## src/rtl/grf_wb_arbiter.sv

```systemverilog
// grf_wb_arbiter: shares the GRF write port between the W stage and buffered MDU results, with a busy scoreboard.
module grf_wb_arbiter #(
  parameter int DEPTH      = 2,
  parameter int STARVE_MAX = 4
) (
  input  logic        clk,
  input  logic        reset,
  input  logic        p_we,
  input  logic [4:0]  p_a3,
  input  logic [31:0] p_wd,
  input  logic [31:0] p_pc,
  input  logic        m_valid,
  output logic        m_ready,
  input  logic [4:0]  m_a3,
  input  logic [31:0] m_wd,
  input  logic [31:0] m_pc,
  input  logic        iss_valid,
  input  logic [4:0]  iss_a3,
  input  logic [4:0]  rd_a1,
  input  logic [4:0]  rd_a2,
  output logic        busy1,
  output logic        busy2,
  output logic        busy3,
  output logic        wb_hold,
  output logic        grf_we,
  output logic [4:0]  grf_a3,
  output logic [31:0] grf_wd,
  output logic [31:0] grf_pc
);
  localparam int AW = (DEPTH > 1) ? $clog2(DEPTH) : 1;
  localparam int SW = $clog2(STARVE_MAX + 1);
  localparam logic [SW-1:0] SMAX = SW'(STARVE_MAX);
  localparam logic [AW:0] FULL = (AW + 1)'(DEPTH);
  typedef struct packed {
    logic [4:0]  a3;
    logic [31:0] wd;
    logic [31:0] pc;
  } ent_t;
  ent_t fifo_q [DEPTH];
  ent_t fifo_d [DEPTH];
  logic [AW-1:0] wr_q, wr_d, rd_q, rd_d;
  logic [AW:0] cnt_q, cnt_d;
  logic [SW-1:0] starve_q, starve_d;
  logic [31:1] busy_q, busy_d;
  logic [31:0] busy_v, busy_n;
  logic empty, push, grant_m, grant_p;
  ent_t head;
  always_comb begin
    empty = cnt_q == '0;
    head = fifo_q[rd_q];
    m_ready = !reset && cnt_q != FULL;
    grant_m = !reset && !empty && (!p_we || starve_q == SMAX);
    grant_p = !reset && p_we && !grant_m;
    wb_hold = p_we && grant_m;
    push = m_valid && m_ready;
    grf_we = grant_p || grant_m;
    grf_a3 = grant_m ? head.a3 : grant_p ? p_a3 : '0;
    grf_wd = grant_m ? head.wd : grant_p ? p_wd : '0;
    grf_pc = grant_m ? head.pc : grant_p ? p_pc : '0;
    busy_v = reset ? '0 : {busy_q, 1'b0};
    busy1 = busy_v[rd_a1];
    busy2 = busy_v[rd_a2];
    busy3 = busy_v[iss_a3];
    fifo_d = fifo_q;
    if (push) fifo_d[wr_q] = {m_a3, m_wd, m_pc};
    wr_d = wr_q + AW'(push);
    rd_d = rd_q + AW'(grant_m);
    cnt_d = cnt_q + (AW + 1)'(push) - (AW + 1)'(grant_m);
    starve_d = (empty || grant_m) ? '0 : (p_we && starve_q != SMAX) ? starve_q + 1'b1 : starve_q;
    // set is applied after clear so a same-cycle reissue keeps the register busy
    busy_n = {busy_q, 1'b0};
    if (grant_m) busy_n[head.a3] = 1'b0;
    if (iss_valid) busy_n[iss_a3] = 1'b1;
    busy_d = busy_n[31:1];
  end
  always_ff @(posedge clk) begin
    if (reset) begin
      wr_q <= '0;
      rd_q <= '0;
      cnt_q <= '0;
      starve_q <= '0;
      busy_q <= '0;
    end else begin
      wr_q <= wr_d;
      rd_q <= rd_d;
      cnt_q <= cnt_d;
      starve_q <= starve_d;
      busy_q <= busy_d;
    end
  end
  always_ff @(posedge clk) fifo_q <= fifo_d;
endmodule
```

## config.mk

```make
export PLATFORM = sky130hd
export DESIGN_NAME = grf_wb_arbiter
export DESIGN_NICKNAME = d
export VERILOG_FILES = /design/src/rtl/grf_wb_arbiter.sv
export SDC_FILE = /design/constraint.sdc
export NUM_CORES = 1
export LEC_CHECK = 0
export CAP_MARGIN = 30
export CORE_ASPECT_RATIO = 0.6
export CORE_MARGIN = 2
export CORE_UTILIZATION = 48
export DETAILED_ROUTE_END_ITERATION = 8
export GPL_ROUTABILITY_DRIVEN = 0
export MAX_ROUTING_LAYER = met4
export PLACE_DENSITY = 0.8
export SLEW_MARGIN = 30
export SYNTH_ARGS = -nofsm -noshare
export SYNTH_HDL_FRONTEND = slang
export SYNTH_SLANG_ARGS = --single-unit
export TNS_END_PERCENT = 5
```

## constraint.sdc

```tcl
create_clock -name clk -period 4.05 [get_ports clk]
set_input_delay 1.0125 -clock clk [delete_from_list [all_inputs] [get_ports clk]]
set_output_delay 1.0125 -clock clk [all_outputs]
set_load 0.03 [all_outputs]
```

* Word level (Yosys, flattened, before mapping) *
Cells that the tools add are included.

storage, ports and cells
  register bits after elaboration = 176
  input port bits = 158
  word-level logic and storage cells = 78

operators by class
  add/sub/neg operators = 5
  magnitude comparators = 9
  eq/ne operators = 3
  muxes and demuxes = 25
  bitwise operators = 5
  reductions and logical operators = 20

operator list
  operator                                                                       number
  69-bit 2-to-1 mux                                                              4
  32-bit 2-to-1 mux                                                              7
  138-bit bitwise mux                                                            1
  69-bit demux with 1-bit select                                                 1
  32-bit bitwise AND                                                             1
  32-bit inverter                                                                1
  32-bit bitwise OR                                                              1
  5-bit by 6-bit less-than comparator with 1-bit output (second input constant)  4
  1-bit binary-select mux with 5-bit select                                      3
  1-bit logical AND                                                              11
  1-bit demux with 5-bit select                                                  2
  5-bit by 1-bit >= comparator with 1-bit output (second input constant)         2
  5-bit 2-to-1 mux                                                               2
  1-bit 2-to-1 mux                                                               5
  2-bit >= comparator (second input constant)                                    2
  1-bit zero test                                                                4
  1-bit inverter with 2-bit output                                               2
  3-bit by 1-bit adder with 3-bit output (second input constant)                 1
  3-bit equality test (second input constant)                                    1
  1-bit logical OR                                                               3
  3-bit inequality test (second input constant)                                  1
  1-bit adder                                                                    2
  2-bit by 1-bit adder with 2-bit output                                         1
  2-bit zero test                                                                1
  4 further kinds                                                                4

* Longest topological paths before layout *
  depth in word-level cells = 13
  gate-level depth with buffers = 11

* Worst setup path after synthesis *
Ideal clock, no wire load.

  path type = input port to flip-flop
  from = in reset
  to = reg fifo_q[0] (netlist name), enable pin
  library setup time = 0.435 ns
  arrival = 3.865 ns
  required time = 3.615 ns
  path slack = -0.250 ns
  stages = 5
  cells stage by stage = clkbuf_1 clkbuf_1 a21oi_1 and2_1 ha_1

between the ends
  cells in the longest elaborated chain, start to end = 3

RTL lines
  item                    line  RTL
  start: declaration      7     input logic reset,
  1-bit zero test         51    m_ready = !reset && cnt_q != FULL;
  1-bit logical AND       51
  net m_ready             13    output logic m_ready,
  1-bit logical AND       55    push = m_valid && m_ready;
  end signal: assignment  91    always_ff @(posedge clk) fifo_q <= fifo_d;
  end: declaration        39    ent_t fifo_q [DEPTH];

The timed path passes the listed nets, and every way through them passes these cells.
A chain may end at the register's enable or synchronous reset.

* Final worst setup path *
  from = in reset
  to = out grf_pc[1]

between the ends
  cells in the longest elaborated chain, start to end = 7
  elaborated cells on any way between the ends = 8
  classes of those cells = mux: 2; reduce/logical: 6

RTL lines
  item                             line    RTL
  1-bit zero test (*)              52, 53
  1-bit logical AND (2 in series)  52      grant_m = !reset && !empty && (!p_we || starve_q == SMAX);
  1-bit zero test                  53      grant_p = !reset && p_we && !grant_m;
  1-bit logical AND                53
  32-bit 2-to-1 mux                59      grf_pc = grant_m ? head.pc : grant_p ? p_pc : '0;
  32-bit 2-to-1 mux (*)            59
  end: declaration                 28      output logic [31:0] grf_pc

Mark *: on every way between the ends. The rest lies on a longest branch, timed or not.

==> results by group <==
Status
  – Status: finished clean

Floorplanning
  – Die X: 174 um
  – Rows: 37
  – Starting Density: 48.7%
  – Die H: 106 um
  – CORE AREA: 17000 sq um
  – Die area: 18400 sq um
  – IO Pins: 233

Setup path
  – CP startpoint kind: input pin
  – Biggest cell delay along the critical path: 480 ps
  – CP top delay family: buffers and inverters
  – FF-to-FF Start: cnt_q[0]$_SDFF_PP0_
  – CP endpoint kind: output port
  – Crit path max fanout: 22
  – Crit-path slowest cell: clkdlybuf4s50_1
  – CP required: 3040 ps
  – Crit path top cell by count: buf_4
  – Crit path DAT: 2950 ps
  – Worst Setup SP: reset
  – CP Cell Sequence: clkdlybuf4s50_1 -> buf_6 -> buf_8 -> o21ba_2 -> nand2_2 -> inv_2 -> nor2_4 -> buf_4 -> clkbuf_16 -> o2bb2ai_1 -> buf_4
  – CP Class: in2out
  – Worst Path Buf+Inv: 7

Power and ir drop
  – Int Pwr: 3.36 mW
  – Switch share: 29.2%
  – VDD IR-drop max: 0.000314 V
  – Cell Pwr Density: 407 nW/um^2
  – Combinational power share: 20.8%
  – Power Total: 4.74 mW
  – Clk pwr share: 34.9%
  – Reg power frac: 44.4%
  – Leakage: 4.10 nW
  – Net switching power: 1.38 mW

Global routing
  – Tot GR Track Use: 24.5%
  – First-pass GRT wire length: 33.9 mm
  – Largest net degree at the start of global routing: 70
  – Total gr overflow: 0
  – Vias in the first global route: 6400
  – Initial antenna violation count: 0

Synth
  – Primary FF master, synth: edfxtp_1
  – Post-Syn Area: 8290 sq um
  – Seq cells post-synth: 176
  – Sequential element share of the synthesized area: 59.2%
  – Mean post-synth cell area: 13.4 sq um
  – Synth async-reset ratio: 0%
  – Yosys top cell area share: 50.0%
  – Number of synthesized flops with an enable pin: 138
  – Post-Syn Instances: 618
  – Cell taking the most area after synthesis: edfxtp_1
  – Yosys cell types: 54
  – Syn Nets: 782
  – Synth warn: 0
  – Top cells by area, synth: edfxtp_1, dfxtp_1, mux2i_1

Final layout
  – Final Util: 68.4%
  – Fill cells: 1226
  – Antenna diodes: 0
  – Commonest non-fill, non-tap cell in the layout: clkdlybuf4s50_1
  – Layout cells sized above 1: 20.4%
  – Syn-to-layout area delta: 40.5%
  – Commonest cells after routing, fill and taps aside: clkdlybuf4s50_1, edfxtp_1, buf_4
  – Final #Nets: 1039

CTS
  – Max clock buf depth: 2
  – Post-CTS Hold Buffers: 0
  – Worst-skew pair later-pin latency: 410 ps
  – Clock Sinks: 176
  – Clock-pin slew on the worst setup and hold paths: 70 ps
  – CTS buffer count: 17
  – CTS tree: done
  – Root buf cell: clkbuf_16
  – # H-tree levels: 4

Timing
  – Slew headroom: 38.7%
  – Setup TNS: 0 ps
  – Endpoints failing setup: 0
  – Final WS setup: 88.6 ps
  – Final min period: 3960 ps
  – Clock skew: 14.4 ps
  – Top achievable clock speed: 252 MHz
  – Final Hold Violating Endpoints: 0
  – Final period util: 97.8%
  – Measured slew at the worst slew-check pin: 916 ps
  – Max Slew Vio Count: 0

Worst hold path
  – Hold Crit Class: reg2reg
  – Hold Path Origin: starve_q[0]$_SDFFE_PP0P_

Drt
  – Routed Antenna Nets: 0
  – Iteration-0 DRC count of the detailed router: 692
  – Vias after detailed routing: 6280
  – Initial DRT Pass Iterations: 5
  – Total wire length: 22.2 mm
  – Wirelength per Cell: 19.8 um
  – Detailed-route DRC error count: 0
  – Via/cell ratio: 5.60

Placement
  – # port buffers: 232
  – Post-Place Setup Slack: -295 ps
  – Detailed placement HPWL: 16.4 mm

Job
  – Max Cap Viol: 0
[final cells by class]
cell class	count	area, sq um	share of cell area, %
clock buffers	17	425	3.65
clock inverters	15	198	1.70
inverters	11	41.3	0.354
multi-input cells	390	3150	27.0
flip-flops and latches	176	4910	42.1
well taps	234	293	2.51
repair buffers	279	2640	22.6
[per-layer routing]
layer	up-vias	wire length (um)	GRT usage [%]	share of wire, %
li1	2953	-	-	-
met1	3059	10000	32.9	45
met2	255	10300	37.7	47
met3	13	1730	6.78	7.8
met4	0	140	5.04	0.63
met5	-	0	-	0
[path summary, 6_finish.rpt]
path / cells after the start / endpoint / slack (ps)
max: 11 / grf_pc[1] / 90
max reg2reg: 10 / cnt_q[1]$_SDFF_PP0_ / 1800
min: 1 / starve_q[0]$_SDFFE_PP0P_ / 460
min reg2reg: 1 / starve_q[0]$_SDFFE_PP0P_ / 460
[timing repair]
action / in CTS / in global routing
gates resized for setup: 5 / 10
buffers inserted: 0 / 3
setup endpoints to repair: 5 / 48
cloned: 0 / 1
pin swaps: 1 / 1
[flip-flops by register name, indices dropped and copies added (netlist names)]
| name | cells |
|---|---|
| cnt_q | 2 |
| wr_q | 1 |
| busy_q | 31 |
| starve_q | 3 |
| rd_q | 1 |
| fifo_q | 138 |
[Yosys cell counts, types with 4 or more instances]
master and n:
a2111oi_0 4, nor3b_1 8, dfxtp_1 38, ha_1 6, nand2_1 39, a21oi_1 33
mux2_1 14, and3_1 5, mux4_2 10, o2bb2ai_1 68, buf_2 21, a22oi_1 5
inv_1 10, nor3_1 4, o21ai_0 27, nand2b_1 5, edfxtp_1 138, nor2b_1 11
nor2_1 10, mux2i_1 76, and3b_1 8, o21ai_1 15, clkbuf_1 12
[power by group through the flow]
stage | registers [mW] | logic [mW] | clock network [mW]
final | 2.10 | 0.984 | 1.65
after CTS | 2.11 | 0.975 | 1.69
after global placement | 2.14 | 0.944 | 0
after detailed placement | 2.15 | 0.970 | 0
after floorplan | 2.11 | 0.562 | 0
after global routing | 2.11 | 1.04 | 1.77
[through the flow]
| step | hold WS, ps | cells | cell area [sq um] |
|---|---|---|---|
| after floorplan | 417 | 618 | 8290 |
| after global placement | 428 | 1086 | 11000 |
| after detailed placement | 452 | 1086 | 11000 |
| after CTS | 461 | 1118 | 11600 |
| after global routing | 485 | 1122 | 11600 |
| final | 461 | 1122 | 11600 |
[logic make-up after synthesis]
logic type,count (synthesis),synth area share [%]
xor+xnor,3,0.317
fa+ha+maj,6,0.905
compound gates,177,15.3
mux,105,14.6
simple gates,99,6.52
flops,176,59.2
buf+inv,52,3.26
No activity file was read; power rests on OpenSTA's default activity.
